**config.mk**
```make
export PLATFORM = sky130hd
export DESIGN_NAME = joystick_sampler_flat
export DESIGN_NICKNAME = d
export VERILOG_FILES = /design/src/rtl/joystick_sampler_if.sv /design/src/rtl/joystick_sampler.sv /design/src/flat_wrapper.sv
export SDC_FILE = /design/constraint.sdc
export NUM_CORES = 1
export LEC_CHECK = 0
export ABC_AREA = 0
export CORE_AREA = 5 5 95 97
export CTS_CLUSTER_SIZE = 8
export DETAILED_ROUTE_END_ITERATION = 16
export DIE_AREA = 0 0 100 102
export GPL_ROUTABILITY_DRIVEN = 0
export GPL_TIMING_DRIVEN = 0
export PLACE_DENSITY = 0.77
export SLEW_MARGIN = 20
export SYNTH_ARGS = -nofsm -noshare
export SYNTH_HDL_FRONTEND = slang
export SYNTH_SLANG_ARGS = --single-unit
```
**constraint.sdc**
```tcl
create_clock -name clk -period 2.5 [get_ports clk]
set_clock_uncertainty 0.05 [all_clocks]
set_input_delay 0.375 -clock clk [delete_from_list [all_inputs] [get_ports clk]]
set_output_delay 0.375 -clock clk [all_outputs]
set_load 0.03 [all_outputs]
```
**src/rtl/joystick_sampler_if.sv**
```systemverilog
// ADC command/response handshake bundle between the joystick sampler (master)
// and the ADC front end (slave).
interface joystick_sampler_if;
  logic        cmd_valid;
  logic [4:0]  cmd_channel;
  logic        cmd_ready;
  logic        rsp_valid;
  logic [4:0]  rsp_channel;
  logic [11:0] rsp_data;

  modport master (
    output cmd_valid,
    output cmd_channel,
    input  cmd_ready,
    input  rsp_valid,
    input  rsp_channel,
    input  rsp_data
  );

  modport slave (
    input  cmd_valid,
    input  cmd_channel,
    output cmd_ready,
    output rsp_valid,
    output rsp_channel,
    output rsp_data
  );
endinterface

```
**src/rtl/joystick_sampler.sv**
```systemverilog
// Per-frame joystick sampler: averages 2^AVG_LOG2 ADC samples per axis (Y then X)
// and thresholds the averages with hysteresis into movement flags.
module joystick_sampler #(
  parameter int unsigned AVG_LOG2  = 2,
  parameter int unsigned HI_THRESH = 2000,
  parameter int unsigned LO_THRESH = 700,
  parameter int unsigned HYST      = 100,
  parameter int unsigned CH_Y      = 1,
  parameter int unsigned CH_X      = 2,
  parameter int unsigned TIMEOUT   = 4095
) (
  input  logic                clk,
  input  logic                reset_n,
  input  logic                new_frame_i,
  joystick_sampler_if.master  adc_if,
  output logic [11:0]         y_avg_o,
  output logic [11:0]         x_avg_o,
  output logic                move_fwd_o,
  output logic                move_back_o,
  output logic                turn_left_o,
  output logic                turn_right_o,
  output logic                dir_valid_o,
  output logic                sample_err_o
);

  localparam int unsigned AccW = 12 + AVG_LOG2;
  localparam int unsigned CntW = AVG_LOG2 + 1;
  localparam int unsigned TmoW = $clog2(TIMEOUT + 1);
  localparam logic [4:0]      ChY   = 5'(CH_Y);
  localparam logic [4:0]      ChX   = 5'(CH_X);
  localparam logic [CntW-1:0] NSamp = CntW'(1 << AVG_LOG2);
  localparam logic [TmoW-1:0] TmoMax = TmoW'(TIMEOUT);

  typedef enum logic [2:0] {StIdle, StReqY, StWaitY, StReqX, StWaitX, StDone} state_e;

  state_e          state_q, state_d;
  logic [AccW-1:0] acc_q, acc_d, ysum_q, ysum_d;
  logic [CntW-1:0] cnt_q, cnt_d;
  logic [TmoW-1:0] tmo_q, tmo_d;
  logic            err_q, err_d;
  logic            cmd_valid_q, cmd_valid_d;
  logic [4:0]      chan_q, chan_d;
  logic [11:0]     y_avg_q, x_avg_q;
  logic            fwd_q, back_q, left_q, right_q, dir_valid_q;
  logic [4:0]      cur_ch;
  logic            rsp_hit;
  logic [11:0]     y_new, x_new;

  function automatic logic hi_flag(input logic [11:0] a, input logic prev);
    if (32'(a) > HI_THRESH) return 1'b1;
    if (32'(a) < HI_THRESH - HYST) return 1'b0;
    return prev;
  endfunction

  function automatic logic lo_flag(input logic [11:0] a, input logic prev);
    if (32'(a) < LO_THRESH) return 1'b1;
    if (32'(a) > LO_THRESH + HYST) return 1'b0;
    return prev;
  endfunction

  assign cur_ch  = (state_q == StWaitX) ? ChX : ChY;
  assign rsp_hit = adc_if.rsp_valid && (adc_if.rsp_channel == cur_ch);
  assign y_new   = ysum_q[AccW-1:AVG_LOG2];
  assign x_new   = acc_q[AccW-1:AVG_LOG2];

  always_comb begin
    state_d = state_q;
    acc_d   = acc_q;
    ysum_d  = ysum_q;
    cnt_d   = cnt_q;
    tmo_d   = '0;
    err_d   = err_q;
    case (state_q)
      StIdle: begin
        if (new_frame_i) begin
          state_d = StReqY;
          acc_d   = '0;
          cnt_d   = '0;
        end
      end
      StReqY: if (cmd_valid_q && adc_if.cmd_ready) state_d = StWaitY;
      StReqX: if (cmd_valid_q && adc_if.cmd_ready) state_d = StWaitX;
      StWaitY, StWaitX: begin
        if (rsp_hit) begin
          acc_d = acc_q + AccW'(adc_if.rsp_data);
          cnt_d = cnt_q + 1'b1;
          if (cnt_d == NSamp) begin
            if (state_q == StWaitY) begin
              // Park the Y sum so the accumulator can be reused for X.
              ysum_d  = acc_d;
              acc_d   = '0;
              cnt_d   = '0;
              state_d = StReqX;
            end else begin
              state_d = StDone;
            end
          end else begin
            state_d = (state_q == StWaitY) ? StReqY : StReqX;
          end
        end else begin
          tmo_d = tmo_q + 1'b1;
          if (tmo_d == TmoMax) begin
            state_d = StIdle;
            err_d   = 1'b1;
            tmo_d   = '0;
          end
        end
      end
      StDone: begin
        state_d = StIdle;
        err_d   = 1'b0;
      end
      default: state_d = StIdle;
    endcase
    cmd_valid_d = (state_d == StReqY) || (state_d == StReqX);
    chan_d      = ((state_d == StReqX) || (state_d == StWaitX)) ? ChX : ChY;
  end

  always_ff @(posedge clk or negedge reset_n) begin
    if (!reset_n) begin
      state_q     <= StIdle;
      acc_q       <= '0;
      ysum_q      <= '0;
      cnt_q       <= '0;
      tmo_q       <= '0;
      err_q       <= 1'b0;
      cmd_valid_q <= 1'b0;
      chan_q      <= ChY;
      y_avg_q     <= 12'h800;
      x_avg_q     <= 12'h800;
      fwd_q       <= 1'b0;
      back_q      <= 1'b0;
      left_q      <= 1'b0;
      right_q     <= 1'b0;
      dir_valid_q <= 1'b0;
    end else begin
      state_q     <= state_d;
      acc_q       <= acc_d;
      ysum_q      <= ysum_d;
      cnt_q       <= cnt_d;
      tmo_q       <= tmo_d;
      err_q       <= err_d;
      cmd_valid_q <= cmd_valid_d;
      chan_q      <= chan_d;
      dir_valid_q <= (state_q == StDone);
      if (state_q == StDone) begin
        y_avg_q <= y_new;
        x_avg_q <= x_new;
        fwd_q   <= hi_flag(y_new, fwd_q);
        back_q  <= lo_flag(y_new, back_q);
        left_q  <= hi_flag(x_new, left_q);
        right_q <= lo_flag(x_new, right_q);
      end
    end
  end

  assign adc_if.cmd_valid   = cmd_valid_q;
  assign adc_if.cmd_channel = chan_q;
  assign y_avg_o            = y_avg_q;
  assign x_avg_o            = x_avg_q;
  assign move_fwd_o         = fwd_q;
  assign move_back_o        = back_q;
  assign turn_left_o        = left_q;
  assign turn_right_o       = right_q;
  assign dir_valid_o        = dir_valid_q;
  assign sample_err_o       = err_q;

endmodule

```
**src/flat_wrapper.sv**
```systemverilog
// flat-port wrapper written by rule: the top's interface ports become plain ports
module joystick_sampler_flat 
#(
  parameter int unsigned AVG_LOG2  = 2,
  parameter int unsigned HI_THRESH = 2000,
  parameter int unsigned LO_THRESH = 700,
  parameter int unsigned HYST      = 100,
  parameter int unsigned CH_Y      = 1,
  parameter int unsigned CH_X      = 2,
  parameter int unsigned TIMEOUT   = 4095
)
  (clk, reset_n, new_frame_i, y_avg_o, x_avg_o, move_fwd_o, move_back_o, turn_left_o, turn_right_o, dir_valid_o, sample_err_o, adc_if_cmd_valid, adc_if_cmd_channel, adc_if_cmd_ready, adc_if_rsp_valid, adc_if_rsp_channel, adc_if_rsp_data);
  joystick_sampler_if adc_if_i ();
  input  logic clk;
  input  logic reset_n;
  input  logic new_frame_i;
  output logic [11:0] y_avg_o;
  output logic [11:0] x_avg_o;
  output logic move_fwd_o;
  output logic move_back_o;
  output logic turn_left_o;
  output logic turn_right_o;
  output logic dir_valid_o;
  output logic sample_err_o;
  output wire logic [$bits(adc_if_i.cmd_valid)-1:0] adc_if_cmd_valid;
  output wire logic [$bits(adc_if_i.cmd_channel)-1:0] adc_if_cmd_channel;
  input wire logic [$bits(adc_if_i.cmd_ready)-1:0] adc_if_cmd_ready;
  input wire logic [$bits(adc_if_i.rsp_valid)-1:0] adc_if_rsp_valid;
  input wire logic [$bits(adc_if_i.rsp_channel)-1:0] adc_if_rsp_channel;
  input wire logic [$bits(adc_if_i.rsp_data)-1:0] adc_if_rsp_data;
  assign adc_if_cmd_valid = adc_if_i.cmd_valid;
  assign adc_if_cmd_channel = adc_if_i.cmd_channel;
  assign adc_if_i.cmd_ready = adc_if_cmd_ready;
  assign adc_if_i.rsp_valid = adc_if_rsp_valid;
  assign adc_if_i.rsp_channel = adc_if_rsp_channel;
  assign adc_if_i.rsp_data = adc_if_rsp_data;
  joystick_sampler #(.AVG_LOG2(AVG_LOG2), .HI_THRESH(HI_THRESH), .LO_THRESH(LO_THRESH), .HYST(HYST), .CH_Y(CH_Y), .CH_X(CH_X), .TIMEOUT(TIMEOUT)) u_core (.clk(clk), .reset_n(reset_n), .new_frame_i(new_frame_i), .adc_if(adc_if_i), .y_avg_o(y_avg_o), .x_avg_o(x_avg_o), .move_fwd_o(move_fwd_o), .move_back_o(move_back_o), .turn_left_o(turn_left_o), .turn_right_o(turn_right_o), .dir_valid_o(dir_valid_o), .sample_err_o(sample_err_o));
endmodule
```
# Yosys cells after proc, flatten, opt, wreduce, memory -nomap -nowiden
# Cells that the tools add are included.
dict set report totals {
  register_bits 82
  in_bits 22
  elab_cells 123
}
dict set report op_classes {
  add_sub_neg 3
  n_lt_le_gt_ge 8
  n_eq_ne 15
  mux 63
  reduce_logical 19
}
# op n
set op_table {}
lappend op_table {{14-bit 2-to-1 mux} 4}
lappend op_table {{1-bit 2-to-1 mux} 38}
lappend op_table {{12-bit 2-to-1 mux} 3}
lappend op_table {{3-bit 2-to-1 mux} 11}
lappend op_table {{14-bit one-hot mux with 2 select lines} 1}
lappend op_table {{12-bit by 10-bit greater-than comparator with 1-bit output (second input constant)} 2}
lappend op_table {{12-bit by 11-bit greater-than comparator with 1-bit output (second input constant)} 2}
lappend op_table {{12-bit by 10-bit < comparator with 1-bit output (second input constant)} 2}
lappend op_table {{12-bit by 11-bit < comparator with 1-bit output (second input constant)} 2}
lappend op_table {{14-bit by 12-bit adder with 14-bit output} 1}
lappend op_table {{12-bit by 1-bit adder with 12-bit output (second input constant)} 1}
lappend op_table {{12-bit == test (second input constant)} 1}
lappend op_table {{3-bit == test (second input constant)} 4}
lappend op_table {{3-bit one-hot mux with 4 select lines} 1}
lappend op_table {{2-bit nonzero test} 6}
lappend op_table {{3-bit by 2-bit == test with 1-bit output (second input constant)} 3}
lappend op_table {{2-bit AND reduction} 4}
lappend op_table {{3-bit by 1-bit == test with 1-bit output (second input constant)} 2}
lappend op_table {{2-bit 2-to-1 mux} 3}
lappend op_table {{3-bit one-hot mux with 2 select lines} 1}
lappend op_table {{3-bit AND reduction} 2}
lappend op_table {{5-bit == test} 1}
lappend op_table {{2-bit by 1-bit != test with 1-bit output (second input constant)} 2}
lappend op_table {{2-bit != test (second input constant)} 2}
lappend op_table {{7 further kinds} 9}

# Depth between registers and ports, before layout
dict set report depth {
  word_depth 9
  depth_mapped 9
}

# Least setup slack after synthesis
# OpenSTA, ideal clock, no wires.
dict set report synth_path {
  kind {flip-flop to flip-flop}
  start {register u_core.acc_q[4]}
  end {register u_core.ysum_q[11]}
  setup_time_ps 128
  arrival_time_ps 2070
  slack_ps 253
  stages_incl_launch_ff 8
  n_path_buf 0
  path_cell_list {dfrtp_1 > ha_1 > o21a_1 > o2111a_1 > a2111oi_0 > nor3_1 > xor2_1 > mux2_1}
}
dict set report synth_via {
  elab_chain_cells 1
}
# item line_no
set synth_lines {}
lappend synth_lines {{start, declared} joystick_sampler.sv:37} ;# logic [AccW-1:0] acc_q, acc_d, ysum_q, ysum_d;
lappend synth_lines {{start signal, assigned} joystick_sampler.sv:122} ;# acc_q <= '0;
lappend synth_lines {{start signal, assigned} joystick_sampler.sv:138} ;# acc_q <= acc_d;
lappend synth_lines {{14-bit by 12-bit adder with 14-bit output} joystick_sampler.sv:85} ;# acc_d = acc_q + AccW'(adc_if.rsp_data);
lappend synth_lines {{end signal, assigned} joystick_sampler.sv:139} ;# ysum_q <= ysum_d;
lappend synth_lines {{end, declared} joystick_sampler.sv:37}
# Every way passes these cells.
# A chain may end at the register's enable or synchronous reset.

# Worst setup path after layout
dict set report layout_path {
  start {input port adc_if_rsp_data[4]}
  end {register u_core.ysum_q[11]}
}
dict set report layout_via {
  elab_chain_cells 1
}
# item line_no
set layout_lines {}
lappend layout_lines {{start, declared} flat_wrapper.sv:30} ;# input wire logic [$bits(adc_if_i.rsp_data)-1:0] adc_if_rsp_data;
lappend layout_lines {{14-bit by 12-bit adder with 14-bit output} joystick_sampler.sv:85}
# Every way passes these cells.

==> out/qor.csv <==
metric,value,unit
status,finished clean,
core_region_area,0.008051,mm^2
seqPwrFrac,42.1,%
port_buffers,54,
p_per_area,645.0,mW/mm^2
grt_pass1_wl,15970,um
clock_power_share,31.5,%
setup_tns,0,ns
switching_share,31.39,%
fillers,671,
synth_area_per_cell,9.660,um^2
endpoint_kind,flip-flop,
routed_wl,9440,um
cts_tree,yes,
antenna_found_initial,0,
holdWs,0.3784,ns
finalCriticalPeriod,2.398,ns
power.internal,2.276,mW
synthToLayoutAreaGrowth,22.94,%
grt_pass1_vias,3344,
pin_count,58,
htreeDepth,3,
max-slew-margin-rel,63.73,%
drive_above_1_share,11.83,%
worst-setup-path-type,primary input to flip-flop,
initial_core_util,51.95,%
p_leak,2.476,nW
rsz0062_at_grt,no,
die_x,100,um
stdcell_area,0.005142,mm^2
drc,0,
synth-edff-count,0,
maxSlewViolCount,0,
worst_slew_pin_slew,0.5365,ns
antenna_cells,0,
ys_types,63,
cts_buffers,9,
crit_required,2.69,ns
crit_arrival,2.58,ns
ff2ff_path_depth,7,
ys_seq_area_share,46.16,%
grt_use_total,19.71,%
grt_max_degree,61,
max_freq,0.4170,GHz
ant_nets,0,
hold_class,primary input to asynchronous set/reset pin,
postCtsSetupBuffers,0,
clk_latency,0.35,ns
cp-startpoint,adc_if_rsp_data[4],
synth_async_sr_flop_share,100.0,%
finalSetupViolCount,0,
synth_area,0.004183,mm^2
path_max_fanout,5,
hold_viol,0,
num_rows,33,
comb_power_share,26.4,%
viasPerCell,5.575,
path_clk_slew,0.08,ns
r2r_end,u_core.ysum_q[11],
die-area,0.01020,mm^2
p_switching,1.041,mW
drv_cap,0,
nNetsFinal,542,
drtPass1Iterations,5,
start_kind,primary input,
final_common_cell,nand2_1,
fin_crit_sh,95.93,%
crit_path_end,u_core.ysum_q[11],
ir_drop,299.0,uV
netlist_instances,433,
utilization,63.87,%
overflow,0,
wl_per_cell,15.42,um
synth_ff_type,dfrtp_1,
final_cell_mix,"nand2_1, dfrtp_1, clkdlybuf4s50_1",
timing.rr.start,u_core.acc_q[4],
drt-initial-drc-count,195,
r2r_setup_slack,0.12,ns
ys.warnings.count,0,
dp_hpwl,6987,um
clockRootBuffer,clkbuf_8,
vias,3412,
cts.sinks,77,
postPlaceCellArea,0.004887,mm^2
ys_ff_latch,77,
die_h,102,um
cts_buffer_depth,2,
Yosys cell counts, drive strengths merged (3+ instances only):
cell type,n,area (um^2)
xor2,8,70.07
a21o,8,60.06
o22ai,7,43.79
a31oi,3,18.77
xnor2,15,131.4
nand4,8,80.08
nor2b,3,18.77
nor2,26,97.59
o21ai,13,65.06
inv,11,41.29
a21oi,19,95.09
o22a,3,26.28
mux2,9,101.4
dfrtp,74,1852
nand2b,3,18.77
nand2,101,379.1
buf,14,112.6
ha,17,212.7
nor3,6,30.03
clkbuf,7,36.28
and2,3,20.02
o31ai,3,22.52
dfstp,3,78.83
a22o,12,105.1
and3,6,38.79
nand3,12,60.06
logic make-up after synthesis:
| group | after synthesis | synth area share [%] |
|---|---|---|
| AND/OR/NAND/NOR | 181 | 20.40 |
| AO/OA/AOI/OAI | 90 | 15.52 |
| flip-flops | 77 | 46.16 |
| buffers and inverters | 32 | 4.547 |
| XOR/XNOR | 23 | 4.816 |
| adder cells (fa/ha/maj) | 18 | 5.564 |
| multiplexers | 11 | 2.902 |
| other | 1 | 0.08965 |
through the flow:
stage / power [mW] / setup slack [ns] / std cells
after floorplan: 1.988 / 0.2526 / 435
after global placement: 2.250 / -1.592 / 594
after detailed placement: 2.282 / -0.3814 / 595
after CTS: 3.324 / 0.02520 / 612
after global routing: 3.485 / 0.02948 / 612
final: 3.317 / 0.1017 / 612
metal layers:
metal | GRT usage (%) | vias to the layer above | wire, um
met1 | 26.71 | 1633 | 4371
met2 | 31.81 | 109 | 4390
li1 | - | 1655 | -
met3 | 4.846 | 15 | 544
met5 | 0 | - | 0
met4 | 5.492 | 0 | 134
area by class of cell:
cell class                      count  area, um^2  share of cell area [%]
Clock inverter                      4       72.57                   1.411
Timing Repair Buffer               56       575.6                   11.19
Buffer                             21       150.1                   2.920
Clock buffer                       12       145.1                   2.822
Tap cell                          105       131.4                   2.555
Multi-Input combinational cell    326        2093                   40.71
Sequential cell                    77        1933                   37.59
Inverter                           11       41.29                  0.8029
what timing repair did:
action	4_1_cts	5_1_grt
setup endpoints to repair	1	14
hold buffers	1	0
resized for setup	1	11
pin swaps	0	1
hold endpoints to repair	16	0
registers in the layout, summed over array words and instances, names as in the netlist:
| signal | flops |
|---|---|
| u_core.acc_q | 14 |
| u_core.tmo_q | 12 |
| u_core.x_avg_o | 12 |
| u_core.y_avg_o | 12 |
| u_core.ysum_q | 12 |
| u_core.cnt_q | 3 |
| u_core.state_q | 3 |
| u_core.adc_if.cmd_channel | 2 |
| u_core.adc_if.cmd_valid | 1 |
| u_core.dir_valid_o | 1 |
| u_core.move_back_o | 1 |
| u_core.move_fwd_o | 1 |
| u_core.sample_err_o | 1 |
| u_core.turn_left_o | 1 |
| u_core.turn_right_o | 1 |
how the worst min path moves through the flow:
stage,startpoint,end,slack [ns],cells past startpoint
after detailed placement,reset_n,u_core.adc_if.cmd_valid,0.22,1
after global routing,reset_n,u_core.adc_if.cmd_valid,0.40,2
after CTS,reset_n,u_core.tmo_q[4],0.37,2
final,reset_n,u_core.adc_if.cmd_valid,0.38,2
after global placement,u_core.y_avg_o[11],u_core.y_avg_o[11],0.40,2
after floorplan,reset_n,u_core.acc_q[0],0.03,0
worst max-delay path, stage by stage:
cell             delay, ns
clkdlybuf4s50_1       0.47
ha_2                  0.31
o21a_1                0.20
o2111a_1              0.26
a2111oi_2             0.35
nor3_1                0.11
xor2_1                0.21
mux2_1                0.30
power by group through the flow:
stage	combinational, mW	clock (mW)	sequential (mW)
6_report	0.876	1.04	1.40
5_1_grt	0.954	1.12	1.41
4_1_cts	0.870	1.06	1.40
3_5_place_dp	0.863	0	1.42
3_3_place_gp	0.831	0	1.42
2_1_floorplan	0.476	0	1.51
Note: power is estimated with default switching activity, not from simulation.
